--- src/rtl/seg_rx.sv ---
// Seven-segment display receiver: synchronizes observed seg/an lines, waits for a stable
// window, decodes the active digit. Optional decimal-point capture under SEG_RX_DP_EN.
module seg_rx #(
    parameter int NDIG       = 4,
    parameter int STABLE_CYC = 4
) (
    input  logic                clk,
    input  logic                rst_n,
    input  logic [6:0]          seg,
    input  logic [NDIG-1:0]     an,
`ifdef SEG_RX_DP_EN
    input  logic                dp,
    output logic [NDIG-1:0]     dp_out,
`endif
    output logic [4*NDIG-1:0]   value,
    output logic [NDIG-1:0]     digit_valid,
    output logic                upd,
    output logic                err
);

`ifdef SEG_RX_DP_EN
    localparam int SW = NDIG + 8;
`else
    localparam int SW = NDIG + 7;
`endif

    localparam logic [1:0] ST_IDLE  = 2'd0;
    localparam logic [1:0] ST_COUNT = 2'd1;
    localparam logic [1:0] ST_HELD  = 2'd2;

    localparam logic [7:0] CNT_LAST = 8'(STABLE_CYC - 1);

    function automatic logic [4:0] seg_decode(input logic [6:0] pat);
        // bit 4 flags a recognised glyph, bits 3:0 carry the nibble
        case (pat)
            7'h01:   return 5'h10;
            7'h4F:   return 5'h11;
            7'h12:   return 5'h12;
            7'h06:   return 5'h13;
            7'h4C:   return 5'h14;
            7'h24:   return 5'h15;
            7'h20:   return 5'h16;
            7'h0F:   return 5'h17;
            7'h00:   return 5'h18;
            7'h04:   return 5'h19;
            7'h08:   return 5'h1A;
            7'h60:   return 5'h1B;
            7'h31:   return 5'h1C;
            7'h42:   return 5'h1D;
            7'h30:   return 5'h1E;
            7'h38:   return 5'h1F;
            default: return 5'h00;
        endcase
    endfunction

    function automatic logic is_one_hot(input logic [NDIG-1:0] v);
        return (v != '0) && ((v & (v - NDIG'(1))) == '0);
    endfunction

    logic [SW-1:0]     raw;
    logic [SW-1:0]     sync1_q;
    logic [SW-1:0]     sync2_q;
    logic [SW-1:0]     prev_q;
    logic [1:0]        state_q, state_d;
    logic [7:0]        cnt_q, cnt_d;
    logic              eval;
    logic              same;

    logic [NDIG-1:0]   an_s;
    logic [NDIG-1:0]   an_low;
    logic [6:0]        seg_s;
    logic [4:0]        dec;
    logic              one_hot;

    logic [4*NDIG-1:0] value_q, value_d;
    logic [NDIG-1:0]   valid_q, valid_d;
    logic              upd_q, upd_d;
    logic              err_q, err_d;

`ifdef SEG_RX_DP_EN
    logic              dp_s;
    logic [NDIG-1:0]   dp_q, dp_d;

    assign raw  = {an, dp, seg};
    assign dp_s = sync2_q[7];
`else
    assign raw  = {an, seg};
`endif

    assign an_s    = sync2_q[SW-1 -: NDIG];
    assign seg_s   = sync2_q[6:0];
    assign an_low  = ~an_s;
    assign dec     = seg_decode(seg_s);
    assign one_hot = is_one_hot(an_low);
    assign same    = (sync2_q == prev_q);

    // Synchronizers idle at all ones, i.e. every line inactive.
    always_ff @(posedge clk or negedge rst_n) begin
        if (!rst_n) begin
            sync1_q <= '1;
            sync2_q <= '1;
            prev_q  <= '1;
        end else begin
            sync1_q <= raw;
            sync2_q <= sync1_q;
            prev_q  <= sync2_q;
        end
    end

    always_comb begin
        state_d = state_q;
        cnt_d   = cnt_q;
        eval    = 1'b0;
        case (state_q)
            ST_IDLE: begin
                state_d = ST_COUNT;
                cnt_d   = 8'd0;
            end
            ST_COUNT: begin
                if (!same) begin
                    cnt_d = 8'd0;
                end else if (cnt_q == CNT_LAST) begin
                    eval    = 1'b1;
                    state_d = ST_HELD;
                    cnt_d   = 8'd0;
                end else begin
                    cnt_d = cnt_q + 8'd1;
                end
            end
            ST_HELD: begin
                if (!same) begin
                    state_d = ST_COUNT;
                    cnt_d   = 8'd0;
                end
            end
            default: begin
                state_d = ST_IDLE;
                cnt_d   = 8'd0;
            end
        endcase
    end

    always_ff @(posedge clk or negedge rst_n) begin
        if (!rst_n) begin
            state_q <= ST_IDLE;
            cnt_q   <= 8'd0;
        end else begin
            state_q <= state_d;
            cnt_q   <= cnt_d;
        end
    end

    // Only a single active digit may touch a slot; ghosting (several enables) just flags err.
    always_comb begin
        value_d = value_q;
        valid_d = valid_q;
        upd_d   = 1'b0;
        err_d   = 1'b0;
`ifdef SEG_RX_DP_EN
        dp_d    = dp_q;
`endif
        if (eval) begin
            if (one_hot) begin
                for (int i = 0; i < NDIG; i++) begin
                    if (an_low[i]) begin
                        if (dec[4]) begin
                            value_d[4*i +: 4] = dec[3:0];
                            valid_d[i]        = 1'b1;
`ifdef SEG_RX_DP_EN
                            dp_d[i]           = ~dp_s;
`endif
                        end else begin
                            valid_d[i] = 1'b0;
                        end
                    end
                end
                upd_d = dec[4];
                err_d = ~dec[4];
            end else if (an_low != '0) begin
                err_d = 1'b1;
            end
        end
    end

    always_ff @(posedge clk or negedge rst_n) begin
        if (!rst_n) begin
            value_q <= '0;
            valid_q <= '0;
            upd_q   <= 1'b0;
            err_q   <= 1'b0;
        end else begin
            value_q <= value_d;
            valid_q <= valid_d;
            upd_q   <= upd_d;
            err_q   <= err_d;
        end
    end

`ifdef SEG_RX_DP_EN
    always_ff @(posedge clk or negedge rst_n) begin
        if (!rst_n) begin
            dp_q <= '0;
        end else begin
            dp_q <= dp_d;
        end
    end

    assign dp_out = dp_q;
`endif

    assign value       = value_q;
    assign digit_valid = valid_q;
    assign upd         = upd_q;
    assign err         = err_q;

endmodule
--- config.mk ---
export PLATFORM = sky130hd
export DESIGN_NAME = seg_rx
export DESIGN_NICKNAME = d
export VERILOG_FILES = /design/src/rtl/seg_rx.sv
export SDC_FILE = /design/constraint.sdc
export NUM_CORES = 1
export LEC_CHECK = 0
export CAP_MARGIN = 0
export CELL_PAD_IN_SITES_DETAIL_PLACEMENT = 0
export CELL_PAD_IN_SITES_GLOBAL_PLACEMENT = 1
export CORE_MARGIN = 1.5
export CORE_UTILIZATION = 42
export CTS_BUF_LIST = sky130_fd_sc_hd__clkbuf_2
export DETAILED_ROUTE_END_ITERATION = 12
export PLACE_DENSITY_LB_ADDON = 0.1
export SYNTH_ARGS = -nofsm -noshare
export SYNTH_HDL_FRONTEND = slang
export SYNTH_SLANG_ARGS = --single-unit
--- constraint.sdc ---
create_clock -name clk -period 2.6 [get_ports clk]
set_clock_uncertainty 0.1 [all_clocks]
set_input_delay 0.39 -clock clk [delete_from_list [all_inputs] [get_ports clk]]
set_output_delay 0.39 -clock clk [all_outputs]
set_load 0.01 [all_outputs]
After elaboration in Yosys (flattened, before gate mapping)
Index checks and enable logic that the tools add are counted.

Output and inout bits: 22. Input port bits: 13. Logic and storage cells: 74. Register bits after elaboration: 65.

Equality and inequality tests: 22. Bitwise operators: 3. Reductions and logical operators: 14. Add/sub/neg operators: 2. Mux-type cells: 18.

Operator list (count): $pmux 5 s16 (1); $eq 7x6->1 const B (5); $eq 7x7->1 const B (4); $mux 8 (3); $pmux 8 s2 (1); $reduce_and 4->1 (4); $reduce_and 3->1 (5); $eq 7x3->1 const B (2); $eq 7x4->1 const B (2); $eq 11x11->1 (1); $mux 1 (9); $add 8x1->8 const B (1); $eq 8x2->1 const B (1); $eq 7x1->1 const B (1); $eq 7x5->1 const B (1); $logic_not 7->1 (1); $mux 2 (3); $ne 2x2->1 const B (3); $pmux 2 s3 (1); $and 4x4->4 (1); $logic_not 4->1 (1); $not 4->4 (1); $reduce_bool 4->1 (1); $sub 4x1->4 const B (1); other kinds (5) (5).

Longest topological paths before layout
Gate-level depths: netlist of run 1.

Depth in word-level cells: 7. Depth in mapped cells: 9.

Worst setup path after synthesis of run 1
OpenSTA, ideal clock, no wires.

Path kind: register to register. From: reg sync2_q[9]. To: reg value_q[0], in the netlist value[0]. Arrival time: 2272 ps. Clock period less this slack: 2499 ps. Stages on the path, launching flop included: 9. Path slack: 101 ps. Required time: 2372 ps. Library setup time: 128 ps. Cells stage by stage: dfstp_2 -> clkbuf_1 -> xor2_1 -> nor4_2 -> nand3_2 -> nor3_4 -> and3_1 -> buf_4 -> mux2_1.

Longest elaborated chain between the ends: 6. Elaborated cells on any way between the ends: 10.

Ends and longest elaborated chain: start: declaration (RTL line 62) `logic [SW-1:0] sync2_q;`; start signal: assignment (RTL line 105) `sync2_q <= sync1_q;`; $not 4->4 (RTL line 92) `assign an_low = ~an_s;`; $sub 4x1->4 (RTL line 57) `return (v != '0) && ((v & (v - NDIG'(1))) == '0);`; $and 4x4->4 (RTL line 57); $logic_not 4->1 (RTL line 57); $logic_and 1x1->1 (RTL line 57); $reduce_and 4->1 (no source line) *; end signal: assignment (RTL line 192) `value_q <= value_d;`; end: declaration (RTL line 75) `logic [4*NDIG-1:0] value_q, value_d;`.

Every way passes the cells marked *; elsewhere a longest branch is shown, timed or not. A chain may end at the register's enable or synchronous reset.

Worst setup path after layout of run 1
From: reg sync2_q[1]. To: reg value_q[2], in the netlist value[2].

Longest elaborated chain between the ends: 4. Elaborated cells on any way between the ends: 21.

Ends and longest elaborated chain: branches (longest 4 deep; another with $pmux 5 s16).

Parallel ways; which one is timed is not known.

==> impl_metrics.py, run 1 <==
metrics = {
    "clock_network": {
        "cts_buffer_depth": 2,
        "cts_tree": "built",
        "clk_pin_slew_worst_paths_ns": 0.23,
        "root_buffer": "clkbuf_2",
        "numCtsBuffers": 9,
        "cts.sinks": 65,
        "htree_levels": 3,
        "clock_latency_ns": 0.53,
    },
    "placement": {
        "place.gp.congestion": 0.7973,
        "dpl_cell_area_um2": 3452,
        "place_hpwl_mm": 3.861,
        "pre_cts_slack_ns": 0.06240,
        "portBuffers": 34,
    },
    "layout": {
        "nFillCells": 578,
        "final_util_pct": 54.47,
        "nets": 317,
        "syn2layout_area_growth_pct": 26.68,
        "drive_gt1_share_pct": 34.09,
        "final_area_um2": 3660,
        "num_antenna_cells": 0,
    },
    "synth": {
        "ys_top_cells_by_area": "dfstp_2 (30%), dfrtp_1 (28%), xor2_1 (4.2%), mux2_2 (2.7%), o21ai_0 (2.6%)",
        "ys.flop_type": "dfstp_2",
        "syn_avg_cell_area_um2": 12.04,
        "ys_seq_elements": 65,
        "post-synth-top-count-cell": "dfstp_2",
        "seq_area_frac_synth_pct": 57.73,
        "yosysWarnings": 0,
        "syn_nets": 254,
        "yosysTopAreaCell": "dfstp_2",
        "syn_area_um2": 2889,
        "syn-instance-count": 240,
        "synth_top_area_share_pct": 30.01,
        "async_reset_ff_share_pct": 100.0,
        "synth.distinct_cells": 54,
        "synth-edff-count": 0,
        "synth_common_cells": "dfstp_2 (33), dfrtp_1 (32), o21ai_0 (15)",
    },
    "drt": {
        "first_pass_iters": 4,
        "drt_iter0_markers": 85,
        "ant_nets": 0,
        "drc_errors": 0,
        "wl_mm": 5.745,
        "dr_total_vias": 2007,
        "viasPerCell": 5.173,
        "wire_per_inst_um": 14.81,
    },
    "sta": {
        "rsz0062_at_grt": "no",
        "setup_tns_ns": 0,
        "relSlewSlack_pct": 50.72,
        "tightest_slew_ns": 0.7392,
        "setup_violations": 0,
        "maxSlewViolCount": 0,
        "fin_crit_ns": 2.454,
        "hold_viol": 0,
        "fmax_ghz": 0.4075,
        "holdWs_ns": 0.1228,
        "setup_ws_ns": 0.1461,
        "fin_crit_sh_pct": 94.38,
    },
    "floorplan": {
        "die_x_um": 85.94,
        "initial_core_util_pct": 43.00,
        "die_area_um2": 7385,
        "core_um2": 6719,
        "num_rows": 30,
        "die_y_um": 85.94,
        "io_pins": 35,
    },
    "pwr": {
        "switching_share_pct": 25.08,
        "clockPowerShare_pct": 36.8,
        "combPwrFrac_pct": 7.3,
        "total_leakage_power_nw": 1.628,
        "cellPowerDensity_nw_per_um2": 530.6,
        "p_int_mw": 1.455,
        "switchingPower_uw": 487.0,
        "ir_drop_uv": 384.9,
        "pwr-share-seq_pct": 55.8,
    },
    "grt": {
        "antenna_found_initial": 0,
        "grt_util_all_layers_pct": 17.77,
        "grt-ovfl-total": 0,
        "grt_pass1_vias": 2052,
        "grt_max_degree": 34,
        "busiest_layer": "met2",
        "grt_util_met3_pct": 7.411,
        "grtUsageMet1_pct": 23.57,
        "gr-usage-met2_pct": 26.13,
        "grt_first_pass_wirelength_mm": 9.970,
    },
    "run": {
        "maxCapViolations": 0,
    },
    "critical_path": {
        "arrival_ns": 2.81,
        "cp-end-kind": "flip-flop",
        "crit_type": "flip-flop to flip-flop",
        "crit_fanout": 6,
        "startpoint_type": "flip-flop",
        "cp_data_required_time_ns": 2.95,
    },
    "min_path": {
        "hp-class": "input pin to flip-flop",
    },
    "run_status": {
        "status": "completed",
    },
}
-- timing repair --
| action | 4_1_cts | 5_1_grt |
|---|---|---|
| hold buffers | 1 | 0 |
| endpoints found under the setup margin | 0 | 10 |
| endpoints found under the hold margin | 20 | 0 |
| buffers inserted | 0 | 5 |
| resized for setup | 0 | 4 |
-- final timing paths --
kind | endpoint | from | depth (start not counted) | slack, ns
max | value[2]$_DFFE_PN0P_ | sync2_q[1]$_DFF_PN1_ | 6 | 0.15
min | sync1_q[1]$_DFF_PN1_ | seg[1] | 1 | 0.12
max reg2reg | value[2]$_DFFE_PN0P_ | sync2_q[1]$_DFF_PN1_ | 6 | 0.15
min reg2reg | sync2_q[2]$_DFF_PN1_ | sync1_q[2]$_DFF_PN1_ | 0 | 0.27
max in group asynchronous | prev_q[6]$_DFF_PN1_ | rst_n | 3 | 1.34
min in group asynchronous | value[0]$_DFFE_PN0P_ | rst_n | 2 | 0.33
-- kinds of logic (layout without fill, tap and decap cells) --
kind of cell,count (synthesis),in the layout,synth area share (%)
DFF,65,65,57.73
AOI/OAI and AO/OA,47,47,11.48
xor gates and xnor gates,14,14,4.244
adders and majority gates,1,1,0.4330
muxes,12,12,4.677
buffers and inverters,20,88,3.551
and+or+nand+nor,81,81,17.89
-- placed cells by master, fill, tap and decap left out, types with 9 or more instances in the layout --
cell / n
nor2_1: 11
nand2b_1: 9
dfrtp_1: 32
clkbuf_2: 10
dfstp_2: 32
buf_4: 30
clkdlybuf4s50_1: 33
xor2_1: 14
o21ai_0: 15
nand2_1: 14
-- flip-flops by register name, summed over array words and instances (netlist names) --
name,flops
value,16
prev_q,11
sync1_q,11
sync2_q,11
cnt_q,8
digit_valid,4
state_q,2
err,1
upd,1
-- cell type report --
| class | count | area [um^2] | share of cell area (%) |
|---|---|---|---|
| Inverter | 6 | 22.52 | 0.6154 |
| Clock buffer | 10 | 50.05 | 1.368 |
| Tap cell | 80 | 100.1 | 2.735 |
| Multi-Input combinational cell | 155 | 1132 | 30.94 |
| Sequential cell | 65 | 1672 | 45.68 |
| Timing Repair Buffer | 66 | 590.6 | 16.14 |
| Clock inverter | 6 | 92.59 | 2.530 |
-- through the flow --
| stage | std cells | total power, mW |
|---|---|---|
| CTS | 383 | 1.969 |
| global route | 388 | 2.044 |
| finish | 388 | 1.942 |
| detailed placement | 366 | 1.239 |
| floorplan | 240 | 1.165 |
| global placement | 366 | 1.239 |
-- metal layers --
layer / wire [um] / vias up
met5: 0 / -
met4: 89 / 0
met1: 2776 / 979
met2: 2561 / 35
met3: 318 / 12
li1: - / 981
-- power by group through the flow --
| stage | Combinational [mW] | Clock (mW) | Sequential [mW] |
|---|---|---|---|
| 2_1_floorplan | 0.0781 | 0 | 1.09 |
| 3_3_place_gp | 0.140 | 0 | 1.10 |
| 3_5_place_dp | 0.139 | 0 | 1.10 |
| 4_1_cts | 0.142 | 0.743 | 1.08 |
| 5_1_grt | 0.160 | 0.795 | 1.09 |
| 6_report | 0.142 | 0.716 | 1.08 |
-- critical path, cell delays in order, from the launching register on --
cell     delay (ns)
dfstp_2        0.61
xor2_1         0.12
nor4_2         0.43
nand3_2        0.17
nor3_4         0.33
and3_2         0.31
mux2_1         0.33
(Power assumes the default switching activity.)
==> run 2: changes to the inputs <==
- CELL_PAD_IN_SITES_DETAIL_PLACEMENT: 0 -> 1
- CORE_MARGIN: 1.5 -> 2
- clock period: 2.6 -> 2 ns (I/O delays scaled with it)
==> run 2 against run 1 <==
  * Clock power rose by 21%
  * Die area is 2.3% higher
  * Highest routed layer unchanged
  * Non-clock buffer count grew 40
  * Global-route usage is 2.6 points higher
  * Critical path depth increased by 1
  * Final cell count increased by 10%
  * Final area rose by 15%
  * Sequential power is 30% higher
  * Flip-flop and latch count is the same
  * The run now ends with negative setup slack left
==> impl_metrics.py, run 2 (same netlist as run 1, synthesis figures left out) <==
metrics = {
    "sta": {
        "tightest_slew_ns": 0.5433,
        "fin_crit_sh_pct": 116.1,
        "relSlewSlack_pct": 63.78,
        "hold_viol": 0,
        "fin_crit_ns": 2.322,
        "setup_ws_ns": -0.3218,
        "fmax_ghz": 0.4307,
        "rsz0062_at_grt": "yes",
        "holdWs_ns": 0.07081,
        "maxSlewViolCount": 0,
        "setup_violations": 31,
    },
    "pwr": {
        "switchingPower_uw": 701.1,
        "switching_share_pct": 27.67,
        "power_mw": 2.534,
        "total_leakage_power_nw": 1.910,
        "p_int_mw": 1.832,
        "pwr-share-seq_pct": 55.4,
        "clockPowerShare_pct": 34.2,
        "ir_drop_uv": 486.4,
        "cellPowerDensity_nw_per_um2": 602.3,
        "combPwrFrac_pct": 10.4,
    },
    "floorplan": {
        "die_x_um": 86.94,
        "die_y_um": 86.94,
        "core_um2": 6719,
        "num_rows": 30,
        "initial_core_util_pct": 43.00,
        "die_area_um2": 7558,
        "io_pins": 35,
    },
    "critical_path": {
        "startpoint_type": "flip-flop",
        "reg2reg_slack_ns": -0.32,
        "cp-end-kind": "flip-flop",
        "crit_fanout": 5,
        "cp_data_required_time_ns": 2.31,
        "r2r_start": "sync2_q[3]$_DFF_PN1_",
        "cp_top_family": "simple AND/OR/NAND/NOR gates",
        "cp_slowest_cell": "dfstp_2",
        "crit_type": "flip-flop to flip-flop",
        "worstPathCellList": "clkbuf_4 > nor3b_4 > nand4_1 > and2_4 > nand3b_4 > nor3b_4 > mux2_4",
        "arrival_ns": 2.63,
        "r2r_cells": 7,
        "max_stage_delay_ns": 0.60,
        "reg2reg_to": "value[14]$_DFFE_PN0P_",
        "cp_num_buf_inv": 1,
        "cp_common_cell": "nor3b_4",
    },
    "min_path": {
        "hp-class": "input pin to flip-flop",
        "min_to": "sync1_q[0]$_DFF_PN1_",
        "min-delay-start": "seg[0]",
        "min_delay_path_depth": 1,
    },
    "grt": {
        "grt_max_degree": 32,
        "grt_util_all_layers_pct": 20.39,
        "grt-ovfl-total": 0,
        "grt_first_pass_wirelength_mm": 11.62,
        "antenna_found_initial": 0,
        "grt_pass1_vias": 2336,
    },
    "drt": {
        "wire_per_inst_um": 16.83,
        "viasPerCell": 5.234,
        "wl_mm": 7.202,
        "drt_iter0_markers": 88,
        "drc_errors": 0,
        "dr_total_vias": 2240,
        "first_pass_iters": 4,
        "ant_nets": 0,
    },
    "layout": {
        "nFillCells": 680,
        "multi_input_area_um2": 1313,
        "largest_reg_flops": 16,
        "nets": 357,
        "num_antenna_cells": 0,
        "layout_commonest_cell": "buf_4",
        "final-seq-area_um2": 1668,
        "layout.cells.non_filler": 428,
        "drive_gt1_share_pct": 46.84,
        "final_util_pct": 62.61,
        "layout_common_cells": "buf_4 (53), dfstp_2 (33), dfrtp_1 (32), clkdlybuf4s50_1 (32)",
        "syn2layout_area_growth_pct": 45.60,
    },
    "clock_network": {
        "clock_latency_ns": 0.52,
        "cts.sinks": 65,
        "cts_tree": "built",
        "cts_buffer_depth": 2,
        "htree_levels": 3,
        "numCtsBuffers": 9,
        "clk_pin_slew_worst_paths_ns": 0.20,
        "root_buffer": "clkbuf_2",
    },
    "run_status": {
        "violations": "negative setup slack",
        "status": "finished, violations left",
    },
    "placement": {
        "place.gp.congestion": 0.7196,
        "place_hpwl_mm": 4.621,
        "place_inst": 392,
        "portBuffers": 34,
        "pre_cts_slack_ns": -0.3621,
    },
    "run": {
        "maxCapViolations": 0,
    },
}
[run 2: per-layer routing]
layer  global-route usage, %  share of wire (%)
met1                   25.42                 43
met2                   33.93                 53
met3                   6.540                2.9
met4                   5.966                1.1
met5                       0                  0
[run 2: power by group through the flow]
| stage | Clock (mW) | Sequential (mW) | Combinational, mW |
|---|---|---|---|
| 6_report | 0.865 | 1.40 | 0.264 |
| 3_5_place_dp | 0 | 1.43 | 0.208 |
| 3_3_place_gp | 0 | 1.43 | 0.204 |
| 4_1_cts | 0.906 | 1.41 | 0.249 |
| 2_1_floorplan | 0 | 1.41 | 0.105 |
| 5_1_grt | 0.967 | 1.41 | 0.290 |
[run 2: metrics by stage]
step | setup TNS, ns | area (um^2)
3_3_place_gp | -6.272 | 3687
6_report | -6.466 | 4207
4_1_cts | -5.775 | 4039
2_1_floorplan | -6.154 | 2928
5_1_grt | -10.05 | 4207
3_5_place_dp | -7.807 | 3687
[run 2: area by class of cell]
type                    instances  area share (%)
flip-flops and latches         65           39.65
multi-input cells             155           31.20
repair buffers                106           23.20
well taps                      80           2.380
clock inverters                 7           1.963
clock buffers                   9           1.071
inverters                       6          0.5354
[run 2: worst max-delay path by stage]
stage,startpoint,endpoint,depth (start not counted)
3_3_place_gp,sync2_q[5]$_DFF_PN1_,value[13]$_DFFE_PN0P_,7
6_report,sync2_q[3]$_DFF_PN1_,value[14]$_DFFE_PN0P_,7
4_1_cts,sync2_q[1]$_DFF_PN1_,value[14]$_DFFE_PN0P_,6
2_1_floorplan,sync2_q[6]$_DFF_PN1_,value[0]$_DFFE_PN0P_,8
5_1_grt,sync2_q[3]$_DFF_PN1_,value[14]$_DFFE_PN0P_,7
3_5_place_dp,sync2_q[5]$_DFF_PN1_,value[13]$_DFFE_PN0P_,7
[run 2: repair_timing]
| item | CTS | global route |
|---|---|---|
| pin swaps | 6 | 10 |
| endpoints found under the setup margin | 31 | 30 |
| gates resized for setup | 34 | 22 |
| gates cloned | 0 | 0 |
| hold buffers | 2 | 2 |
| hold endpoints to repair | 35 | 2 |
| buffers inserted | 10 | 8 |
[run 2: worst reg2reg max path, cell delays in order, from the launching register on]
cell and delay [ns]:
dfstp_2 0.60, clkbuf_4 0.19, nor3b_4 0.20, nand4_1 0.17
and2_4 0.22, nand3b_4 0.10, nor3b_4 0.31, mux2_4 0.33
